File: src/rtl/accum_requant_pkg.sv
// accum_requant_pkg: shared widths, rounding constant and saturation helpers for the requant stage
package accum_requant_pkg;

    localparam int DEF_DATA_WIDTH = 32;
    localparam int DEF_OUT_WIDTH  = 8;
    localparam int DEF_N_CHANNEL  = 32;
    localparam int DEF_FIFO_DEPTH = 4;
    localparam int CH_W           = $clog2(DEF_N_CHANNEL);
    localparam int SHIFT_W        = 5;

    function automatic logic [63:0] round_term(input logic [SHIFT_W-1:0] sh);
        return (sh == '0) ? 64'd0 : 64'd1 << (sh - 1'b1);
    endfunction

    function automatic logic signed [63:0] saturate(input logic signed [63:0] x, input int ow);
        logic signed [63:0] hi;
        logic signed [63:0] lo;
        hi = (64'sd1 <<< (ow - 1)) - 64'sd1;
        lo = -hi - 64'sd1;
        return (x > hi) ? hi : (x < lo) ? lo : x;
    endfunction

endpackage

File: src/rtl/sync_fifo.sv
// sync_fifo: synchronous FIFO that accepts a write while full if a read frees the slot in the same cycle
module sync_fifo #(
    parameter int WIDTH = 8,
    parameter int DEPTH = 4
) (
    input  logic             i_clk,
    input  logic             i_rst,
    input  logic             i_wr,
    input  logic [WIDTH-1:0] i_wdata,
    input  logic             i_rd,
    output logic [WIDTH-1:0] o_rdata,
    output logic             o_full,
    output logic             o_empty
);

    localparam int AW = $clog2(DEPTH);

    logic [WIDTH-1:0] mem [DEPTH];
    logic [AW:0]      wptr;
    logic [AW:0]      rptr;
    logic             wr_en;
    logic             rd_en;

    assign o_empty = wptr == rptr;
    assign o_full  = (wptr[AW] != rptr[AW]) && (wptr[AW-1:0] == rptr[AW-1:0]);
    assign wr_en   = i_wr && (!o_full || i_rd);
    assign rd_en   = i_rd && !o_empty;
    assign o_rdata = mem[rptr[AW-1:0]];

    always_ff @(posedge i_clk) begin
        if (i_rst) begin
            wptr <= '0;
            rptr <= '0;
        end else begin
            if (wr_en) wptr <= wptr + 1'b1;
            if (rd_en) rptr <= rptr + 1'b1;
        end
    end

    always_ff @(posedge i_clk) begin
        if (wr_en) mem[wptr[AW-1:0]] <= i_wdata;
    end

endmodule

File: src/rtl/accum_requant.sv
// accum_requant: bias add, round-half-up shift, optional ReLU and saturation into a valid/ready output FIFO
module accum_requant
    import accum_requant_pkg::*;
#(
    parameter int DATA_WIDTH = DEF_DATA_WIDTH,
    parameter int OUT_WIDTH  = DEF_OUT_WIDTH,
    parameter int N_CHANNEL  = 1 << CH_W,
    parameter int FIFO_DEPTH = DEF_FIFO_DEPTH
) (
    input  logic                         i_clk,
    input  logic                         i_rst,
    input  logic [DATA_WIDTH-1:0]        i_accum_data,
    input  logic                         i_accum_valid,
    input  logic [DATA_WIDTH-1:0]        i_param_cfg_bias,
    input  logic [SHIFT_W-1:0]           i_param_cfg_shift,
    input  logic                         i_relu_en,
    output logic [OUT_WIDTH-1:0]         o_data,
    output logic                         o_valid,
    input  logic                         i_ready,
    output logic [$clog2(N_CHANNEL)-1:0] o_out_ch,
    output logic                         o_last,
    output logic                         o_overflow
);

    localparam int CW = $clog2(N_CHANNEL);
    localparam int W2 = DATA_WIDTH + 2;

    logic                  v1;
    logic                  relu1;
    logic [DATA_WIDTH:0]   sum1;
    logic [SHIFT_W-1:0]    sh1;
    logic signed [W2-1:0]  rnd;
    logic signed [W2-1:0]  s2;
    logic signed [W2-1:0]  s2r;
    logic [OUT_WIDTH-1:0]  q;
    logic                  full;
    logic                  empty;
    logic                  wr_ok;
    logic                  overflow;
    logic [CW-1:0]         wr_ch;
    logic [CW+OUT_WIDTH-1:0] head;

    always_ff @(posedge i_clk) begin
        v1    <= i_rst ? 1'b0 : i_accum_valid;
        sum1  <= {i_accum_data[DATA_WIDTH-1], i_accum_data} + {i_param_cfg_bias[DATA_WIDTH-1], i_param_cfg_bias};
        sh1   <= i_param_cfg_shift;
        relu1 <= i_relu_en;
    end

    always_comb begin
        rnd = W2'(round_term(sh1));
        s2  = ($signed({sum1[DATA_WIDTH], sum1}) + rnd) >>> sh1;
        s2r = (relu1 && s2[W2-1]) ? '0 : s2;
        q   = OUT_WIDTH'(saturate(64'(s2r), OUT_WIDTH));
    end

    // a full FIFO still takes the write when the consumer pops the head this cycle
    assign wr_ok = v1 && (!full || i_ready);

    always_ff @(posedge i_clk) begin
        if (i_rst) begin
            wr_ch    <= '0;
            overflow <= 1'b0;
        end else begin
            if (wr_ok) wr_ch <= (wr_ch == CW'(N_CHANNEL - 1)) ? '0 : wr_ch + 1'b1;
            if (v1 && !wr_ok) overflow <= 1'b1;
        end
    end

    sync_fifo #(
        .WIDTH (CW + OUT_WIDTH),
        .DEPTH (FIFO_DEPTH)
    ) u_fifo (
        .i_clk   (i_clk),
        .i_rst   (i_rst),
        .i_wr    (wr_ok),
        .i_wdata ({wr_ch, q}),
        .i_rd    (i_ready),
        .o_rdata (head),
        .o_full  (full),
        .o_empty (empty)
    );

    assign o_valid    = !empty;
    assign o_data     = empty ? '0 : head[OUT_WIDTH-1:0];
    assign o_out_ch   = empty ? '0 : head[CW+OUT_WIDTH-1:OUT_WIDTH];
    assign o_last     = !empty && (head[CW+OUT_WIDTH-1:OUT_WIDTH] == CW'(N_CHANNEL - 1));
    assign o_overflow = overflow;

endmodule
File: config.mk
export PLATFORM = sky130hd
export DESIGN_NAME = accum_requant
export DESIGN_NICKNAME = d
export VERILOG_FILES = /design/src/rtl/accum_requant_pkg.sv /design/src/rtl/sync_fifo.sv /design/src/rtl/accum_requant.sv
export SDC_FILE = /design/constraint.sdc
export NUM_CORES = 1
export LEC_CHECK = 0
export CAP_MARGIN = 20
export CELL_PAD_IN_SITES_DETAIL_PLACEMENT = 1
export CELL_PAD_IN_SITES_GLOBAL_PLACEMENT = 1
export CORE_MARGIN = 8
export CORE_UTILIZATION = 50
export CTS_BUF_LIST = sky130_fd_sc_hd__clkbuf_4 sky130_fd_sc_hd__clkbuf_8
export DETAILED_ROUTE_END_ITERATION = 10
export HOLD_SLACK_MARGIN = 0.1
export PLACE_DENSITY_LB_ADDON = 0.25
export SLEW_MARGIN = 20
export SYNTH_ARGS = -nofsm -noshare
export SYNTH_HDL_FRONTEND = slang
export SYNTH_SLANG_ARGS = --single-unit
export TNS_END_PERCENT = 10
File: constraint.sdc
create_clock -name i_clk -period 16.2 [get_ports i_clk]
set_clock_uncertainty 0.1 [all_clocks]
set_input_delay 2.43 -clock i_clk [delete_from_list [all_inputs] [get_ports i_clk]]
set_output_delay 2.43 -clock i_clk [all_outputs]
set_load 0.02 [all_outputs]
==> impl_metrics.toml <==
[worst_setup_path]
cpMostUsedCell = "a21oi_1"
critPathRequiredTime_ps = 16270
cp_cell_sequence = "buf_4 > clkinv_1 > nand2_1 > nor2_1 > fa_1 > a211oi_2 > o21ai_2 > a2111oi_2 > nor2_1 > a41oi_1 > and3_1 > a21oi_1 > mux2i_1 > a21oi_1 > nor4_1 > nand4_1 > o41ai_1 > a21oi_1 > o21bai_1"
path_max_fanout = 38
critPathCapture = "u_fifo.mem[2][3]"
r2r_start = "sh1[0]"
endpoint_kind = "flip-flop"
critPathLaunchType = "flip-flop"
reg2reg_to = "u_fifo.mem[2][3]"
ff2ff_path_depth = 19
cp.arrival_ps = 7740
r2r_slack_ps = 8540
critical-path-max-stage-delay_ps = 920
startpoint = "sh1[0]"
worstSetupPathType = "reg -> reg"
worst_path_max_delay_cell = "nand2_1"

[synth]
synth.distinct_cells = 92
synth_top_area_frac = 0.156
ys.flop_type = "dfxtp_1"
synth-xor-area-share = 0.0436
synth_simple_gate_area_frac = 0.215
synth-seq-cells = 106
synth_area_um2 = 10000
synth_edf_count = 52
synth_fa_ha_area_frac = 0.0925
ys.warnings.count = 0
synth_compound_area_frac = 0.256
synth_top_family_by_area = "compound AO/OA/AOI/OAI gates"
muxShareOfSynthArea = 0.0924
syn_avg_cell_area_um2 = 8.41
postSynthNetCount = 1340
synth-async-reset-ratio = 0
ys_seq_area_frac = 0.263
yosys-top-cells-area = "edfxtp_1 (16%), dfxtp_1 (11%), ha_1 (8.8%), nor2_1 (5.0%), a21oi_1 (4.4%)"
yosysTopAreaCell = "edfxtp_1"
syn_inst = 1193

[sta]
drv_slew = 0
worst_slew_pin_slew_ps = 999
rsz0062_at_grt = "no"
max_freq_ghz = 0.130
finalSetupViolCount = 0
relSlewSlack = 0.330
layout_min_cycle_time_ps = 7660
finalCritPeriodShare = 0.473
hold_viol_final = 0
finalSetupTns_ps = 0

[floorplan]
dieArea_um2 = 24900
num_io_pins = 90
die_w_um = 158
coreArea_um2 = 20000
fp-row-count = 52
dieHeight_um = 158
initial_core_util = 0.503

[drt]
antenna_left = 0
dr.pass1.iters = 5
routedWlPerCell_um = 22.5
drt_first_iter_violations = 723
vias = 9938
drt-total-wl_um = 34100
vias_per_cell = 6.57
drcViolationCount = 0

[finish]
n_antenna_cell = 0
n_fill_cell = 2418
drive_above_1_share = 0.0732
final_nets = 1385
finalNonFillerCells = 1513
area_growth_pct = 12.2
fin_util = 0.564

[power_and_ir_drop]
combPwrFrac = 0.483
sw_frac_of_total = 0.429
power.density_nw_per_um2 = 86.7
pwr-share-seq = 0.329
ir_worst_vdd_uv = 36.3
pwr-share-clk = 0.188
p_int_uw = 557
leakagePower_uw = 0.00431
p_sw_uw = 419

[clock_tree]
root_buffer = "clkbuf_8"
clk-insertion-delay-late_ps = 430
cts_resized = 0
post-cts-setup-buffer-count = 0
htreeDepth = 3
postCtsHoldBufs = 0
clock_sinks = 106
clock_path_buffers = 2
clk_pin_slew_worst_paths_ps = 140
cts_tree = "done"
cts_made_buffers = 9

[job]
drv_cap = 0

[global_routing]
grt-ovfl-total = 0
grt_pass1_vias = 10400
grt_max_degree = 57
grt_antenna_before_repair = 0
gr-usage-all-layers = 0.274
grt_first_pass_wirelength_um = 54200

[run_status]
status = "finished, final reports clean"

[min_path]
hold_path.class = "reg -> reg"
hp-start = "v1"

[placed_design]
gp_congestion = 1.01
placed_cells = 1497
hpwl_um = 26700
port_buffers = 89
[through the flow]
stage / setup WS, ps / hold WS, ps / power [uW] / area [um2]
finish: 8540 / 432 / 976 / 11300
floorplan: 10410 / 373 / 650 / 10000
CTS: 8710 / 437 / 970 / 11300
global route: 8240 / 472 / 1030 / 11300
detailed placement: 8790 / 402 / 789 / 11100
global placement: 9040 / 402 / 773 / 11100
[area by class of cell]
type,instances,area [um2],share of cell area
Clock buffer,9,124,0.0110
Clock inverter,7,83.8,0.00744
Inverter,29,109,0.00967
Multi-Input combinational cell,996,7020,0.623
Sequential cell,106,2640,0.235
Tap cell,270,338,0.0300
Timing Repair Buffer,96,943,0.0838
[synthesized netlist by cell type (15+ instances only)]
library cell,number
o21ai_0,44
nor3_1,31
a31oi_1,17
xnor2_1,38
inv_1,26
edfxtp_1,52
and2_1,21
nand2_1,88
and3_1,19
nand3_1,28
a21o_1,24
o21a_1,20
mux2i_1,42
a21oi_1,88
a211oi_1,26
mux4_2,18
nor2b_1,24
nor4_1,15
nor2_1,133
dfxtp_1,54
ha_1,71
clkbuf_1,44
nand4_1,15
o211ai_1,19
[cells in the final DEF, fill, tap and decap left out, types with 9 or more instances in the layout]
| cell type | instances |
|---|---|
| a211oi_1 | 26 |
| mux2i_1 | 42 |
| edfxtp_1 | 52 |
| mux4_2 | 18 |
| a21oi_1 | 88 |
| and3_1 | 19 |
| inv_1 | 26 |
| nor2b_1 | 24 |
| a311oi_1 | 10 |
| and2_1 | 21 |
| nor4_1 | 15 |
| o21bai_1 | 9 |
| o21a_1 | 20 |
| or3_1 | 12 |
| mux2_2 | 9 |
| nand3_1 | 28 |
| clkdlybuf4s50_1 | 89 |
| nor2_1 | 133 |
| xor2_1 | 12 |
| a31oi_1 | 17 |
| nor3_1 | 31 |
| nand2_1 | 88 |
| or2_2 | 10 |
| dfxtp_1 | 54 |
| o211ai_1 | 19 |
| ha_1 | 71 |
| xnor2_1 | 38 |
| nand2b_1 | 14 |
| nand4_1 | 15 |
| clkbuf_8 | 9 |
| a21o_1 | 24 |
| o21ai_0 | 44 |
| o21ai_1 | 9 |
| o22ai_1 | 9 |
[worst max-delay path, delay by kind of cell, from the launching register on]
family                     cells  cell delay, ps
muxes                          1             430
and+or+nand+nor                6            1920
adders and majority gates      1             500
DFF                            1             340
buffers and inverters          2            1290
AOI/OAI and AO/OA              9            2790
[how the worst min path moves through the flow]
stage / cells after the start / slack (ps) / endpoint
floorplan: 2 / 370 / o_overflow
global placement: 2 / 400 / o_overflow
finish: 2 / 430 / o_overflow
CTS: 2 / 440 / o_overflow
detailed placement: 2 / 400 / o_overflow
global route: 0 / 470 / u_fifo.mem[2][12]
[logic make-up (layout without fill, tap and decap cells)]
logic type,Yosys count,after routing
AO/OA/AOI/OAI,367,367
XOR/XNOR,50,50
adder cells (fa/ha/maj),73,73
buffers and inverters,91,141
flip-flops,106,106
multiplexers,69,69
other,1,1
AND/OR/NAND/NOR,436,436
[power groups by stage]
| stage | Sequential, uW | Combinational (uW) | Clock [uW] |
|---|---|---|---|
| floorplan | 319 | 331 | 0 |
| CTS | 321 | 465 | 184 |
| finish | 321 | 472 | 183 |
| global route | 324 | 509 | 193 |
| detailed placement | 328 | 461 | 0 |
| global placement | 326 | 447 | 0 |
[registers in the layout, indices dropped and copies added (netlist names), 3 cells and up, named ones only]
name         flops
u_fifo.mem      52
sum1            33
sh1              5
wr_ch            5
u_fifo.rptr      3
u_fifo.wptr      3
[routing by layer]
| layer | vias up | wire length [um] | GRT usage | part of all wire |
|---|---|---|---|---|
| met5 | - | 0 | 0 | 0 |
| met4 | 0 | 1290 | 0.123 | 0.038 |
| met3 | 103 | 1800 | 0.0371 | 0.053 |
| met2 | 408 | 17000 | 0.487 | 0.50 |
| met1 | 4820 | 14000 | 0.324 | 0.41 |
| li1 | 4607 | - | - | - |
Power figures use the tool's default switching activity.
